### config.mk
export PLATFORM = sky130hd
export DESIGN_NAME = elevador_controle_n
export DESIGN_NICKNAME = d
export VERILOG_FILES = /design/src/rtl/elevador_controle_n.sv
export SDC_FILE = /design/constraint.sdc
export NUM_CORES = 1
export LEC_CHECK = 0
export ABC_AREA = 1
export BUFFER_PORTS_ARGS = -buffer_cell sky130_fd_sc_hd__buf_2
export CELL_PAD_IN_SITES_DETAIL_PLACEMENT = 1
export CELL_PAD_IN_SITES_GLOBAL_PLACEMENT = 1
export CORE_MARGIN = 2
export CORE_UTILIZATION = 44
export DETAILED_ROUTE_END_ITERATION = 10
export PLACE_DENSITY = 0.89
export SYNTH_ARGS = -nofsm -noshare
export SYNTH_HDL_FRONTEND = slang
export SYNTH_SLANG_ARGS = --single-unit
### constraint.sdc
create_clock -name clock -period 2.9 [get_ports clock]
set_clock_uncertainty 0.1 [all_clocks]
set_input_delay 0.29 -clock clock [delete_from_list [all_inputs] [get_ports clock]]
set_output_delay 0.29 -clock clock [all_outputs]
set_load 0.02 [all_outputs]
### src/rtl/elevador_controle_n.sv
// SCAN elevator controller for NUM_ANDARES floors: latched calls, per-floor travel and door timing on tick.
// Outputs are registered; an overloaded cabin holds the door open and so never departs.
module elevador_controle_n #(
    parameter int NUM_ANDARES    = 4,
    parameter int ANDAR_W        = 2,
    parameter int TICKS_ANDAR    = 4,
    parameter int TICKS_PORTA    = 8,
    parameter int CAPACIDADE_W   = 4,
    parameter int CAPACIDADE_MAX = 8
) (
    input  logic                    clock,
    input  logic                    reset,
    input  logic                    tick,
    input  logic [NUM_ANDARES-1:0]  chamada,
    input  logic [CAPACIDADE_W-1:0] capacidade_atual,
    output logic [ANDAR_W-1:0]      andar_atual,
    output logic [1:0]              direcao,
    output logic                    porta_aberta,
    output logic [NUM_ANDARES-1:0]  chamadas_pendentes,
    output logic                    sobrecarga
);

    localparam int CA_W = (TICKS_ANDAR > 1) ? $clog2(TICKS_ANDAR) : 1;
    localparam int CP_W = (TICKS_PORTA > 1) ? $clog2(TICKS_PORTA) : 1;
    localparam logic [CA_W-1:0] ULT_ANDAR = CA_W'(TICKS_ANDAR - 1);
    localparam logic [CP_W-1:0] ULT_PORTA = CP_W'(TICKS_PORTA - 1);
    localparam logic [NUM_ANDARES-1:0] UM = NUM_ANDARES'(1);

    typedef enum logic [1:0] {PARADO, SUBINDO, DESCENDO, PORTA} estado_t;

    estado_t              estado;
    logic [CA_W-1:0]      cnt_andar;
    logic [CP_W-1:0]      cnt_porta;

    logic [ANDAR_W-1:0]     andar_prox;
    logic [NUM_ANDARES-1:0] sel_atual, sel_prox, chamada_ok;
    logic                   reinicia, acima, abaixo, acima_prox, abaixo_prox, pend_aqui, pend_prox;

    function automatic logic tem_acima(input logic [NUM_ANDARES-1:0] p, input logic [ANDAR_W-1:0] a);
        logic r;
        r = 1'b0;
        for (int i = 0; i < NUM_ANDARES; i++)
            if (p[i] && (i > int'(a))) r = 1'b1;
        return r;
    endfunction

    function automatic logic tem_abaixo(input logic [NUM_ANDARES-1:0] p, input logic [ANDAR_W-1:0] a);
        logic r;
        r = 1'b0;
        for (int i = 0; i < NUM_ANDARES; i++)
            if (p[i] && (i < int'(a))) r = 1'b1;
        return r;
    endfunction

    // A call for the floor whose door is open is absorbed: it re-arms the door instead of latching.
    assign sel_atual   = UM << andar_atual;
    assign andar_prox  = (estado == DESCENDO) ? andar_atual - ANDAR_W'(1) : andar_atual + ANDAR_W'(1);
    assign sel_prox    = UM << andar_prox;
    assign chamada_ok  = (estado == PORTA) ? (chamada & ~sel_atual) : chamada;
    assign reinicia    = (estado == PORTA) && |(chamada & sel_atual);
    assign acima       = tem_acima(chamadas_pendentes, andar_atual);
    assign abaixo      = tem_abaixo(chamadas_pendentes, andar_atual);
    assign acima_prox  = tem_acima(chamadas_pendentes, andar_prox);
    assign abaixo_prox = tem_abaixo(chamadas_pendentes, andar_prox);
    assign pend_aqui   = |(chamadas_pendentes & sel_atual);
    assign pend_prox   = |(chamadas_pendentes & sel_prox);

    always_ff @(posedge clock or negedge reset) begin
        if (!reset) begin
            estado             <= PARADO;
            cnt_andar          <= '0;
            cnt_porta          <= '0;
            andar_atual        <= '0;
            direcao            <= 2'b00;
            porta_aberta       <= 1'b0;
            chamadas_pendentes <= '0;
            sobrecarga         <= 1'b0;
        end else begin
            sobrecarga         <= capacidade_atual > CAPACIDADE_W'(CAPACIDADE_MAX);
            chamadas_pendentes <= chamadas_pendentes | chamada_ok;
            case (estado)
                PARADO: if (tick) begin
                    if (pend_aqui) begin
                        estado             <= PORTA;
                        porta_aberta       <= 1'b1;
                        cnt_porta          <= '0;
                        chamadas_pendentes <= (chamadas_pendentes | chamada_ok) & ~sel_atual;
                    end else if (acima) begin
                        estado    <= SUBINDO;
                        direcao   <= 2'b01;
                        cnt_andar <= '0;
                    end else if (abaixo) begin
                        estado    <= DESCENDO;
                        direcao   <= 2'b10;
                        cnt_andar <= '0;
                    end
                end
                SUBINDO, DESCENDO: if (tick) begin
                    if (cnt_andar == ULT_ANDAR) begin
                        cnt_andar   <= '0;
                        andar_atual <= andar_prox;
                        // Only calls latched before this arrival edge can stop the cabin here.
                        if (pend_prox) begin
                            estado             <= PORTA;
                            porta_aberta       <= 1'b1;
                            cnt_porta          <= '0;
                            chamadas_pendentes <= (chamadas_pendentes | chamada_ok) & ~sel_prox;
                        end else if ((estado == SUBINDO) ? !acima_prox : !abaixo_prox) begin
                            estado  <= PARADO;
                            direcao <= 2'b00;
                        end
                    end else begin
                        cnt_andar <= cnt_andar + CA_W'(1);
                    end
                end
                PORTA: if (reinicia || sobrecarga) begin
                    cnt_porta <= '0;
                end else if (tick) begin
                    if (cnt_porta == ULT_PORTA) begin
                        cnt_porta    <= '0;
                        porta_aberta <= 1'b0;
                        cnt_andar    <= '0;
                        if (direcao == 2'b10) begin
                            if (abaixo)     estado <= DESCENDO;
                            else if (acima) begin estado <= SUBINDO; direcao <= 2'b01; end
                            else            begin estado <= PARADO;  direcao <= 2'b00; end
                        end else begin
                            if (acima)       begin estado <= SUBINDO;  direcao <= 2'b01; end
                            else if (abaixo) begin estado <= DESCENDO; direcao <= 2'b10; end
                            else             begin estado <= PARADO;   direcao <= 2'b00; end
                        end
                    end else begin
                        cnt_porta <= cnt_porta + CP_W'(1);
                    end
                end
                default: estado <= PARADO;
            endcase
        end
    end

endmodule

Word-level counts from Yosys, hierarchy flattened
Index checks and enable logic that the tools add are counted.
Widths: inputs -> output; s select.

operators by class
  eq/ne operators = 22
  reductions and logical operators = 27
  add/subtract/negate cells = 4
  shift operators = 2
  magnitude comparators = 13
  bitwise logic cells = 9
  mux-type cells = 77

operator list
  operator             number
  $mux 2               35
  $and 4x4->4          6
  $mux 3               8
  $mux 4               6
  $mux 1               22
  $ne 2x2->1 const B   10
  $pmux 2 s3           3
  $reduce_and 8->1     2
  $logic_and 1x1->1    13
  $reduce_or 4->1      3
  $reduce_and 11->1    1
  $ne 3x3->1 const B   3
  $pmux 3 s3           1
  $eq 2x2->1 const B   4
  $gt 2x2->1 const A   4
  $lt 1x2->1 const A   4
  $not 4->4            2
  $pmux 4 s2           1
  $shl 1x2->4 const A  2
  $reduce_and 7->1     1
  $reduce_and 6->1     1
  $add 2x1->2 const B  2
  $gt 1x2->1 const A   2
  $gt 4x4->1 const B   1
  other kinds (15)     17

word-level totals
  word-level logic and storage cells = 162
  register bits after elaboration = 17
  input port bits = 11
  output and inout bits = 10

Logic depth before layout (Yosys ltp)
Gate-level depths: netlist (run 1).

  depth in word-level cells = 14
  mapped depth = 16

Worst setup path after synthesis (run 1)
No wires, ideal clock.

  kind = reg-to-reg
  start = register andar_atual[0]
  end = register direcao[0]
  data required time = 2.683 ns
  stages on the path, launching flop included = 14
  setup slack = 0.817 ns
  path buffers = 1
  arrival = 1.866 ns
  period minus slack after synthesis = 2.083 ns
  library setup time = 0.117 ns
  cells stage by stage = dfrtp_1 > buf_6 > inv_2 > ha_1 > nand2_1 > nand2_4 > nand3_2 > nand2_2 > nor2_4 > nor2_1 > nor2_2 > nand3_2 > nand2_1 > nand2_1

on the way
  cells in the longest elaborated chain, start to end = 12
  elaborated cells between the ends (all ways) = 70
  those cells by class = add/sub (2); order compare (12); eq/ne (6); shift (2); mux (25); bitwise (3); reduce/logical (20)

ends and longest elaborated chain
  item                                                  line  text
  from (decl)                                           16    output logic [ANDAR_W-1:0] andar_atual,
  from (signal assigned)                                101   andar_atual <= andar_prox;
  branches (longest 12 deep; another with $add 2x1->2)  --
  to (signal assigned)                                  90    direcao <= 2'b01;
  to (signal assigned)                                  125   else if (acima) begin estado <= SUBINDO; direcao <= 2'b01; end
  to (signal assigned)                                  126   else begin estado <= PARADO; direcao <= 2'b00; end
  to (decl)                                             17    output logic [1:0] direcao,

Several ways; the timed one is not identified. The select of a mux whose other input is x is not followed.
A chain may end at the register's enable or synchronous reset.

Worst setup path after layout (run 1)
  start = register andar_atual[0]
  end = register estado[1]

on the way
  cells in the longest elaborated chain, start to end = 12
  elaborated cells between the ends (all ways) = 70
  those cells by class = add/sub (2); order compare (12); eq/ne (3); shift (2); mux (28); bitwise (3); reduce/logical (20)

ends and longest elaborated chain
  item                                                  line  text
  branches (longest 12 deep; another with $add 2x1->2)  --
  to (signal assigned)                                  84    estado <= PORTA;
  to (signal assigned)                                  124   if (abaixo) estado <= DESCENDO;
  to (signal assigned)                                  125
  to (decl)                                             31    estado_t estado;

Several ways; the timed one is not identified. The select of a mux whose other input is x is not followed.

==> summary.md, run 1 <==
| Metric | Value |
|---|---|
| Status | finished, final reports clean |
| CP endpoint kind | flop |
| DRC violations left | 0 |
| Ports | 21 |
| Root buffer cell | clkbuf_4 |
| Die area | 4050 sq um |
| Routability congestion estimate | 0.850 |
| DR iter-0 viols | 64 |
| RSZ-0062 raised after global routing | no |
| Crit. Startpoint | andar_atual[0] |
| Antenna diodes | 0 |
| Actual slew at the worst max-slew pin | 0.420 ns |
| Max Root-Sink Buffers | 2 |
| Largest net degree at the start of global routing | 18 |
| Area of the multi-input gates | 1010 sq um |
| Most frequent cells in the layout | nand2_1, inv_1, buf_2 |
| Fillers | 493 |
| CTS tree | yes |
| Yosys top cell area share | 0.272 |
| DP HPWL | 3270 um |
| Rows | 21 |
| Remaining global-route overflow | 0 |
| FF-to-FF End | estado[1] |
| Final worst path period need | 2.30 ns |
| Max-Cap Viols | 0 |
| Fin Setup TNS | 0 ns |
| Area of the mapped netlist | 1560 sq um |
| Distinct cells, synth | 26 |
| CTS sink cnt | 17 |
| Total Routing Usage GR | 0.230 |
| Synth Net Count | 253 |
| Maximum clock rate | 0.435 GHz |
| Post-Syn Instances | 228 |
| Yosys reg bits | 17 |
| Critical Path End | estado[1] |
| I/O Buffers | 20 |
| Die Y | 63.6 um |
| Worst-path clk slew | 0.11 ns |
| Seq/Total Area, Yosys | 0.272 |
| Most common cell after layout, fill and taps aside | nand2_1 |
| P&R area growth vs syn | 10.7% |
| Period utilization | 0.793 |
| R2R Setup Slk | 0.60 ns |
| First-pass GRT wire length | 7290 um |
| Yosys top cell by area | dfrtp_1 |
| Synth Flop Type | dfrtp_1 |
| Synth area leaders | dfrtp_1, nand2_1, ha_1 |
| Synth warn | 0 |
| Initial Util | 0.465 |
| Critical path class | reg2reg |
| Nets | 276 |
| DR vias | 1520 |
| Crit Reg-Reg Startpoint | andar_atual[0] |
| Antenna violations before repair | 0 |
| Final WL | 4150 um |
| CTS Buf Count | 3 |
| Worst EP required | 3.00 ns |
| Clk_lat worst skew | 0.30 ns |
| Wire length per cell | 14.0 um |
| EDFF count, synth | 0 |
| Worst hold path class | in2reg |
| CTS H-tree lvls | 1 |
| Slowest cell on the critical path | dfrtp_1 |
| Layout cells sized above 1 | 0.200 |
| Critical path arrival | 2.40 ns |
| Pre-Repair DR Iteration Count | 4 |
| Core Footprint | 3360 sq um |
| Syn avg cell area | 6.86 sq um |
| DR vias/cell | 5.14 |
| Setup Buffers After CTS | 0 |
| Die X-Extent | 63.6 um |
| Setup-failing EPs final | 0 |
| Fin. max-slew vios | 0 |
| Slew margin rel. | 0.720 |
| Remaining antenna violation count after routing | 0 |
| CP startpoint kind | flop |
| Critical path fanouts, max | 13 |
| Register area | 425 sq um |
| Fraction of registers with async set/reset | 1.00 |
| R2R depth | 12 |
| Number of global-route vias before repair | 1523 |
| Final hold viol count | 0 |
| Worst path cell trace | inv_2, ha_1, inv_1, nand2_2, nand4_1, nand2_1, nor2_4, nand2_4, nor2_1, nor2_1, nand2_1, nand2_1 |
| CP dominant cell by count | nand2_1 |
| Slowest Stage Delay on Critical Path | 0.62 ns |
-- per-layer routing --
layer / vias to the layer above / wire length [um] / track usage
met3: 4 / 109 / 0.0286
met5: - / 0 / 0
met1: 712 / 2070 / 0.315
met4: 0 / 44 / 0.0734
met2: 22 / 1930 / 0.375
li1: 782 / - / -
-- worst max-delay path: cells and delay by family, from the launching register on --
kind,cells,cell delay (ns)
simple gates,9,0.90
flops,1,0.62
fa+ha+maj,1,0.36
buf+inv,2,0.24
-- synth_stat cells (all sizes together), types with 2 or more instances --
| cell | instances |
|---|---|
| nor3b | 2 |
| o21ai | 13 |
| nand4 | 4 |
| inv | 28 |
| a21oi | 18 |
| a31oi | 5 |
| nor3 | 3 |
| nand2 | 77 |
| ha | 14 |
| buf | 3 |
| nand3 | 14 |
| nor2 | 26 |
| dfrtp | 17 |
-- area by class of cell --
type / count / share of cell area
Multi-Input combinational cell: 180 / 0.581
Clock buffer: 3 / 0.0130
Clock inverter: 1 / 0.00289
Timing Repair Buffer: 21 / 0.0636
Sequential cell: 17 / 0.246
Inverter: 28 / 0.0607
Tap cell: 46 / 0.0332
-- sequential cells by signal, indices dropped and copies added, names as in the netlist --
name / cells
estado: 2
chamadas_pendentes: 4
direcao: 2
sobrecarga: 1
cnt_andar: 2
porta_aberta: 1
cnt_porta: 3
andar_atual: 2
-- stage by stage --
step	setup slack, ns	utilization	hold WS [ns]	instance area, sq um	std cells
3_3_place_gp	0.713	0.504	0.150	1690	291
2_1_floorplan	0.817	-	-0.106	1560	228
5_1_grt	0.361	0.515	0.0772	1730	296
3_5_place_dp	0.653	0.504	0.150	1690	291
6_report	0.599	0.515	0.0973	1730	296
4_1_cts	0.593	0.515	0.0830	1730	296
-- kinds of logic (layout without fill, tap and decap cells) --
group | Yosys count | after routing | share of synthesized area
simple gates | 127 | 127 | 0.389
fa+ha+maj | 14 | 14 | 0.112
compound gates | 38 | 38 | 0.137
flops | 17 | 17 | 0.272
buf+inv | 31 | 53 | 0.0848
xor+xnor | 1 | 1 | 0.00560
-- worst min path at each step --
stage	start	endpoint	slack, ns	cells past startpoint
2_1_floorplan	reset	andar_atual[0]	-0.11	0
5_1_grt	capacidade_atual[2]	sobrecarga	0.08	2
3_3_place_gp	reset	andar_atual[0]	0.15	1
3_5_place_dp	reset	andar_atual[0]	0.15	1
6_report	capacidade_atual[2]	sobrecarga	0.1	2
4_1_cts	capacidade_atual[2]	sobrecarga	0.08	2
-- what timing repair did --
item | in CTS | in global routing
hold endpoints to repair | 17 | 0
hold buffers | 1 | 0
resized for setup | 0 | 0
Power of run 1 is left out: the tool's default activity adds up to more than one toggle a clock period on the data nets, which glitch-free logic cannot reach.
==> run 2, diff against run 1 <==
--- a/config.mk
+++ b/config.mk
@@ -5,14 +5,14 @@
 export SDC_FILE = /design/constraint.sdc
 export NUM_CORES = 1
 export LEC_CHECK = 0
-export ABC_AREA = 1
+export ABC_AREA = 0
 export BUFFER_PORTS_ARGS = -buffer_cell sky130_fd_sc_hd__buf_2
 export CELL_PAD_IN_SITES_DETAIL_PLACEMENT = 1
 export CELL_PAD_IN_SITES_GLOBAL_PLACEMENT = 1
 export CORE_MARGIN = 2
-export CORE_UTILIZATION = 44
+export CORE_UTILIZATION = 38
 export DETAILED_ROUTE_END_ITERATION = 10
-export PLACE_DENSITY = 0.89
+export PLACE_DENSITY = 0.79
 export SYNTH_ARGS = -nofsm -noshare
 export SYNTH_HDL_FRONTEND = slang
 export SYNTH_SLANG_ARGS = --single-unit
==> constraint.sdc (replaced) <==
create_clock -name clock -period 2.1 [get_ports clock]
set_clock_uncertainty 0.1 [all_clocks]
set_input_delay 0.21 -clock clock [delete_from_list [all_inputs] [get_ports clock]]
set_output_delay 0.21 -clock clock [all_outputs]
set_load 0.02 [all_outputs]
==> summary.md, run 2 <==
| Metric | Value |
|---|---|
| Setup-failing EPs final | 14 (was 0) |
| Hold EP | sobrecarga (unchanged) |
| FF-to-FF End | direcao[1] (was estado[1]) |
| Most numerous cell in the Yosys netlist | nand2_1 (unchanged) |
| Slowest cell on the critical path | dfrtp_2 (was dfrtp_1) |
| Root buffer cell | clkbuf_4 (unchanged) |
| Slowest Stage Delay on Critical Path | 0.48 ns (was 0.62 ns) |
| Die Y | 62.8 um (was 63.6 um) |
| Final hold viol count | 0 (unchanged) |
| Period utilization | 1.17 (was 0.793) |
| Fraction of registers with async set/reset | 1.00 (unchanged) |
| Remaining antenna violation count after routing | 0 (unchanged) |
| Die X-Extent | 62.8 um (was 63.6 um) |
| Clk_lat worst skew | 0.31 ns (was 0.30 ns) |
| Synth area leaders | dfrtp_1, ha_1, nand2_1 (was dfrtp_1, nand2_1, ha_1) |
| CP startpoint kind | flop (unchanged) |
| Critical path fanouts, max | 4 (was 13) |
| DR iter-0 viols | 83 (was 64) |
| Final worst path period need | 2.45 ns (was 2.30 ns) |
| Wire length per cell | 19.4 um (was 14.0 um) |
| Critical path class | reg2reg (unchanged) |
| Post-Syn Instances | 142 (was 228) |
| Total Routing Usage GR | 0.249 (was 0.230) |
| Yosys top cell by area | dfrtp_1 (unchanged) |
| Antenna diodes | 0 (unchanged) |
| Layout cells sized above 1 | 0.441 (was 0.200) |
| Worst-path clk slew | 0.11 ns (about the same) |
| I/O Buffers | 20 (unchanged) |
| Largest net degree at the start of global routing | 18 (unchanged) |
| Status | finished with violations (was finished, final reports clean) |
| Routability congestion estimate | 0.883 (was 0.850) |
| Number of flip-flops in the largest register | 4 (unchanged) |
| Syn avg cell area | 9.25 sq um (was 6.86 sq um) |
| Failing checks | negative setup slack |
| Nets | 228 (was 276) |
| Worst Setup Slack, final | -0.351 ns (was 0.599 ns) |
| Maximum clock rate | 0.408 GHz (was 0.435 GHz) |
| Pre-CTS WS | -0.371 ns (was 0.653 ns) |
| Actual slew at the worst max-slew pin | 0.424 ns (was 0.420 ns) |
| Initial Util | 0.394 (was 0.465) |
| Synth warn | 0 (unchanged) |
| Pre-Repair DR Iteration Count | 4 (unchanged) |
| Worst path top cell family by delay | compound AO/OA/AOI/OAI gates (was simple AND/OR/NAND/NOR gates) |
| Rows | 21 (unchanged) |
| R2R depth | 8 (was 12) |
| Yosys reg bits | 17 (unchanged) |
| Synth Net Count | 167 (was 253) |
| Crit Reg-Reg Startpoint | andar_atual[0] (unchanged) |
| DR vias | 1393 (was 1520) |
| Most common cell after layout, fill and taps aside | buf_4 (was nand2_1) |
| Critical path arrival | 2.56 ns (was 2.40 ns) |
| Min-Delay Startpoint | capacidade_atual[3] (was capacidade_atual[2]) |
| EDFF count, synth | 0 (unchanged) |
| Worst path cell trace | inv_6, ha_4, a221o_1, a221oi_2, a31o_2, nand2_2, nor4b_4, mux2_4 (was inv_2, ha_1, inv_1, nand2_2, nand4_1, nand2_1, nor2_4, nand2_4, nor2_1, nor2_1, nand2_1, nand2_1) |
| R2R Setup Slk | -0.35 ns (was 0.60 ns) |
| Worst hold path depth | 2 (unchanged) |
| Most frequent cells in the layout | buf_4, nand2_1, buf_2 (was nand2_1, inv_1, buf_2) |
| Final WL | 4810 um (was 4150 um) |
| CTS Buf Count | 3 (unchanged) |
| Core Footprint | 3340 sq um (was 3360 sq um) |
| Number of global-route vias before repair | 1572 (was 1523) |
| Largest regs | chamadas_pendentes x4, cnt_porta x3 (unchanged) |
| Synth Flop Type | dfrtp_1 (unchanged) |
| Worst hold path class | in2reg (unchanged) |
| Ports | 21 (unchanged) |
| Fin. max-slew vios | 0 (unchanged) |
| CP endpoint kind | flop (unchanged) |
| DP HPWL | 3480 um (was 3270 um) |
| First-pass GRT wire length | 7560 um (was 7290 um) |
| CTS H-tree lvls | 1 (unchanged) |
| Post-synth top cells | nand2_1, dfrtp_1, ha_1, inv_1, a21oi_1 (was nand2_1, inv_1, a21oi_1, nor2_1, dfrtp_1) |
| Most flops, register | chamadas_pendentes (unchanged) |
| Min Hold Slack | 0.00918 ns (was 0.0973 ns) |
| Max Root-Sink Buffers | 2 (unchanged) |
| DRC violations left | 0 (unchanged) |
| Area of the mapped netlist | 1310 sq um (was 1560 sq um) |
| Fin Setup TNS | -3.31 ns (was 0 ns) |
| RSZ-0062 raised after global routing | yes (was no) |
| CTS sink cnt | 17 (unchanged) |
| Die area | 3940 sq um (was 4050 sq um) |
| P&R area growth vs syn | 44.7% (was 10.7%) |
| Distinct cells, synth | 43 (was 26) |
| Seq/Total Area, Yosys | 0.324 (was 0.272) |
| CTS tree | yes (unchanged) |
| Worst EP required | 2.21 ns (was 3.00 ns) |
| DR vias/cell | 5.62 (was 5.14) |
| Max-Cap Viols | 0 (unchanged) |
| Yosys top cell area share | 0.324 (was 0.272) |
| Critical path buffers and inverters | 1 (was 2) |
| Slew margin rel. | 0.717 (was 0.720) |
| Antenna violations before repair | 0 (unchanged) |
| Remaining global-route overflow | 0 (unchanged) |
## run 2: cell types whose count changed after synthesis, sizes merged, moves of 4 or more
cell and delta:
a21oi -10, inv -18, mux2i +4, nand2 -56, nand3 -10, nand4 -4
nor2 -21, o21ai -5
## run 2: cell type report
class	count	area, sq um
fill	407	1440
multi-input combinational	110	921
sequential	17	428
timing repair buffer	61	424
tap	46	57.6
inverter	10	42.5
clock buffer	3	22.5
clock inverter	1	5.00
## run 2: worst max path at each step
stage,startpoint,to,cells past startpoint
3_3_place_gp,andar_atual[0],direcao[1],7
4_1_cts,andar_atual[0],direcao[1],8
6_report,andar_atual[0],direcao[1],8
5_1_grt,andar_atual[1],cnt_porta[2],10
3_5_place_dp,andar_atual[0],direcao[1],7
2_1_floorplan,andar_atual[0],direcao[1],9
## run 2: per-layer routing
metal	share of wire	wire length (um)	up-vias	global-route usage
li1	-	-	640	-
met1	0.41	1950	698	0.278
met2	0.54	2580	44	0.472
met3	0.034	163	11	0.0360
met4	0.025	119	0	0.0972
met5	0	0	-	0
## run 2: kinds of logic after synthesis
family / after synthesis / share of synthesized area
compound gates: 45 / 0.240
simple gates: 41 / 0.164
flops: 17 / 0.324
buf+inv: 15 / 0.0486
fa+ha+maj: 14 / 0.133
mux: 7 / 0.0648
xor+xnor: 3 / 0.0257
## run 2: through the flow
step / cell area (sq um) / utilization / std cells
after floorplan: 1350 / - / 142
after detailed placement: 1740 / 0.520 / 237
final: 1900 / 0.570 / 248
after CTS: 1870 / 0.559 / 246
after global routing: 1900 / 0.570 / 248
after global placement: 1740 / 0.520 / 237
## run 2: worst reg2reg max path: stages (launching register included)
cell      delay, ns
dfrtp_2        0.48
inv_6          0.06
ha_4           0.16
a221o_1        0.34
a221oi_2       0.24
a31o_2         0.22
nand2_2        0.08
nor4b_4        0.32
mux2_4         0.33
## run 2: what timing repair did
item                       4_1_cts  5_1_grt
hold endpoints to repair        18        0
setup buffers                    4        2
pin swaps                        8        5
setup endpoints to repair       14       14
resized for setup               17        5
hold buffers                     2        0
Power of run 2 is left out for the same reason.
==> run 3, diff against run 2 <==
--- a/config.mk
+++ b/config.mk
@@ -7,12 +7,13 @@
 export LEC_CHECK = 0
 export ABC_AREA = 0
 export BUFFER_PORTS_ARGS = -buffer_cell sky130_fd_sc_hd__buf_2
-export CELL_PAD_IN_SITES_DETAIL_PLACEMENT = 1
+export CELL_PAD_IN_SITES_DETAIL_PLACEMENT = 0
 export CELL_PAD_IN_SITES_GLOBAL_PLACEMENT = 1
 export CORE_MARGIN = 2
 export CORE_UTILIZATION = 38
 export DETAILED_ROUTE_END_ITERATION = 10
 export PLACE_DENSITY = 0.79
+export SLEW_MARGIN = 20
 export SYNTH_ARGS = -nofsm -noshare
 export SYNTH_HDL_FRONTEND = slang
 export SYNTH_SLANG_ARGS = --single-unit
==> summary.md, run 3 (same netlist as run 2, synthesis figures left out) <==
| Metric | Value |
|---|---|
| Status | finished with violations (unchanged) |
| Failing checks | negative setup slack (unchanged) |
| DR iter-0 viols | 74 (was 83) |
| DP HPWL | 2870 um (was 3480 um) |
| Worst EP required | 2.20 ns (was 2.21 ns) |
| R2R Setup Slk | -0.28 ns (was -0.35 ns) |
| Remaining global-route overflow | 0 (unchanged) |
| Most flops, register | chamadas_pendentes (unchanged) |
| CTS Buf Count | 3 (unchanged) |
| I/O Buffers | 20 (unchanged) |
| CTS sink cnt | 17 (unchanged) |
| Crit Reg-Reg Startpoint | andar_atual[0] (unchanged) |
| FF-to-FF End | cnt_andar[0] (was direcao[1]) |
| Min-Delay Startpoint | chamada[0] (was capacidade_atual[3]) |
| Max-Cap Viols | 0 (unchanged) |
| Die Y | 62.8 um (unchanged) |
| Final worst path period need | 2.38 ns (was 2.45 ns) |
| Nets | 226 (was 228) |
| Max Root-Sink Buffers | 2 (unchanged) |
| Total Routing Usage GR | 0.206 (was 0.249) |
| Pre-CTS WS | -0.312 ns (was -0.371 ns) |
| Min Hold Slack | 0.0899 ns (was 0.00918 ns) |
| RSZ-0062 raised after global routing | yes (unchanged) |
| Maximum clock rate | 0.421 GHz (was 0.408 GHz) |
| Die X-Extent | 62.8 um (unchanged) |
| DRC violations left | 0 (unchanged) |
| CTS H-tree lvls | 1 (unchanged) |
| Critical path class | reg2reg (unchanged) |
| Largest net degree at the start of global routing | 18 (unchanged) |
| Worst hold path class | in2reg (unchanged) |
| CP startpoint kind | flop (unchanged) |
| Rows | 21 (unchanged) |
| Fillers | 318 (was 407) |
| Actual slew at the worst max-slew pin | 0.388 ns (was 0.424 ns) |
| Number of global-route vias before repair | 1323 (was 1572) |
| Critical path arrival | 2.48 ns (was 2.56 ns) |
| Root buffer cell | clkbuf_4 (unchanged) |
| Routability congestion estimate | 0.883 (unchanged) |
| Period utilization | 1.13 (was 1.17) |
| Met3 usage | 0.0234 (was 0.0360) |
| Grt peak-use layer | met2 (unchanged) |
| CTS tree | yes (unchanged) |
| Critical path fanouts, max | 4 (unchanged) |
| DR vias | 1334 (was 1393) |
| Final WL | 3800 um (was 4810 um) |
| Placed cells | 237 (unchanged) |
| Pre-Repair DR Iteration Count | 6 (was 4) |
| P&R area growth vs syn | 46.1% (was 44.7%) |
| Layout cells sized above 1 | 0.435 (was 0.441) |
| Worst-path clk slew | 0.12 ns (was 0.11 ns) |
| DR vias/cell | 5.42 (was 5.62) |
| Core Footprint | 3340 sq um (unchanged) |
| Antenna diodes | 0 (unchanged) |
| Most frequent cells in the layout | buf_4, nand2_1, buf_2 (unchanged) |
| Met2 usage | 0.348 (was 0.472) |
| Antenna violations before repair | 0 (unchanged) |
| Initial Util | 0.394 (unchanged) |
| Final cell count without fillers | 246 (was 248) |
| Number of flip-flops in the largest register | 4 (unchanged) |
| Hold EP | chamadas_pendentes[0] (was sobrecarga) |
| Setup-failing EPs final | 11 (was 14) |
| Worst Setup Slack, final | -0.278 ns (was -0.351 ns) |
| Fin. max-slew vios | 0 (unchanged) |
| Wire length per cell | 15.4 um (was 19.4 um) |
| Die area | 3940 sq um (unchanged) |
| Final hold viol count | 0 (unchanged) |
| Most common cell after layout, fill and taps aside | buf_4 (unchanged) |
| Remaining antenna violation count after routing | 0 (unchanged) |
| Ports | 21 (unchanged) |
| Clk_lat worst skew | 0.32 ns (was 0.31 ns) |
| CP endpoint kind | flop (unchanged) |
| Slew margin rel. | 0.741 (was 0.717) |
| First-pass GRT wire length | 6310 um (was 7560 um) |
| Largest regs | chamadas_pendentes x4, cnt_porta x3 (unchanged) |
| Worst hold path depth | 3 (was 2) |
| Fin Setup TNS | -1.98 ns (was -3.31 ns) |
| Met1 Track Usage GR | 0.268 (was 0.278) |
| R2R depth | 10 (was 8) |
==> run 3: stage by stage <==
step	cell area [sq um]	utilization
floorplan	1350	-
global placement	1740	0.520
detailed placement	1740	0.520
CTS	1890	0.568
global route	1920	0.575
finish	1920	0.575
==> run 3: cell type report <==
type / instances / area (sq um) / area share
multi-input cells: 110 / 947 / 0.493
flip-flops and latches: 17 / 428 / 0.223
repair buffers: 59 / 415 / 0.216
well taps: 46 / 57.6 / 0.0300
inverters: 10 / 45.0 / 0.0235
clock buffers: 4 / 26.3 / 0.0137
==> run 3: worst max-delay path: stages (launching register included) <==
cell and delay, ns:
dfrtp_2 0.49, inv_6 0.10, ha_4 0.14, buf_4 0.11, buf_6 0.10, nor2_2 0.03, a221o_1 0.33, o211ai_1 0.30
o21ai_1 0.09, nand2_1 0.15, mux2_4 0.31
==> run 3: layer usage <==
metal | vias up | wire, um | part of all wire
li1 | 638 | - | -
met1 | 646 | 1710 | 0.45
met3 | 5 | 168 | 0.044
met2 | 45 | 1850 | 0.49
met4 | 0 | 65 | 0.017
met5 | - | 0 | 0
==> run 3: what timing repair did <==
action	CTS	global route
setup buffers	3	0
hold endpoints to repair	18	0
gates resized for setup	21	8
gates cloned	0	0
pin swaps	10	7
setup endpoints to repair	14	14
hold buffers	3	0
==> run 3: how the worst max path moves through the flow <==
stage                   start      endpoint  slack [ns]  cells past startpoint
6_report       andar_atual[0]  cnt_andar[0]       -0.28                     10
4_1_cts        andar_atual[0]    direcao[1]       -0.26                      8
2_1_floorplan  andar_atual[0]    direcao[1]       -0.40                      9
3_3_place_gp   andar_atual[0]    direcao[1]       -0.23                      7
3_5_place_dp   andar_atual[0]    direcao[1]       -0.31                      7
5_1_grt        andar_atual[0]    direcao[1]       -0.33                      8
Power of run 3 is left out for the same reason.
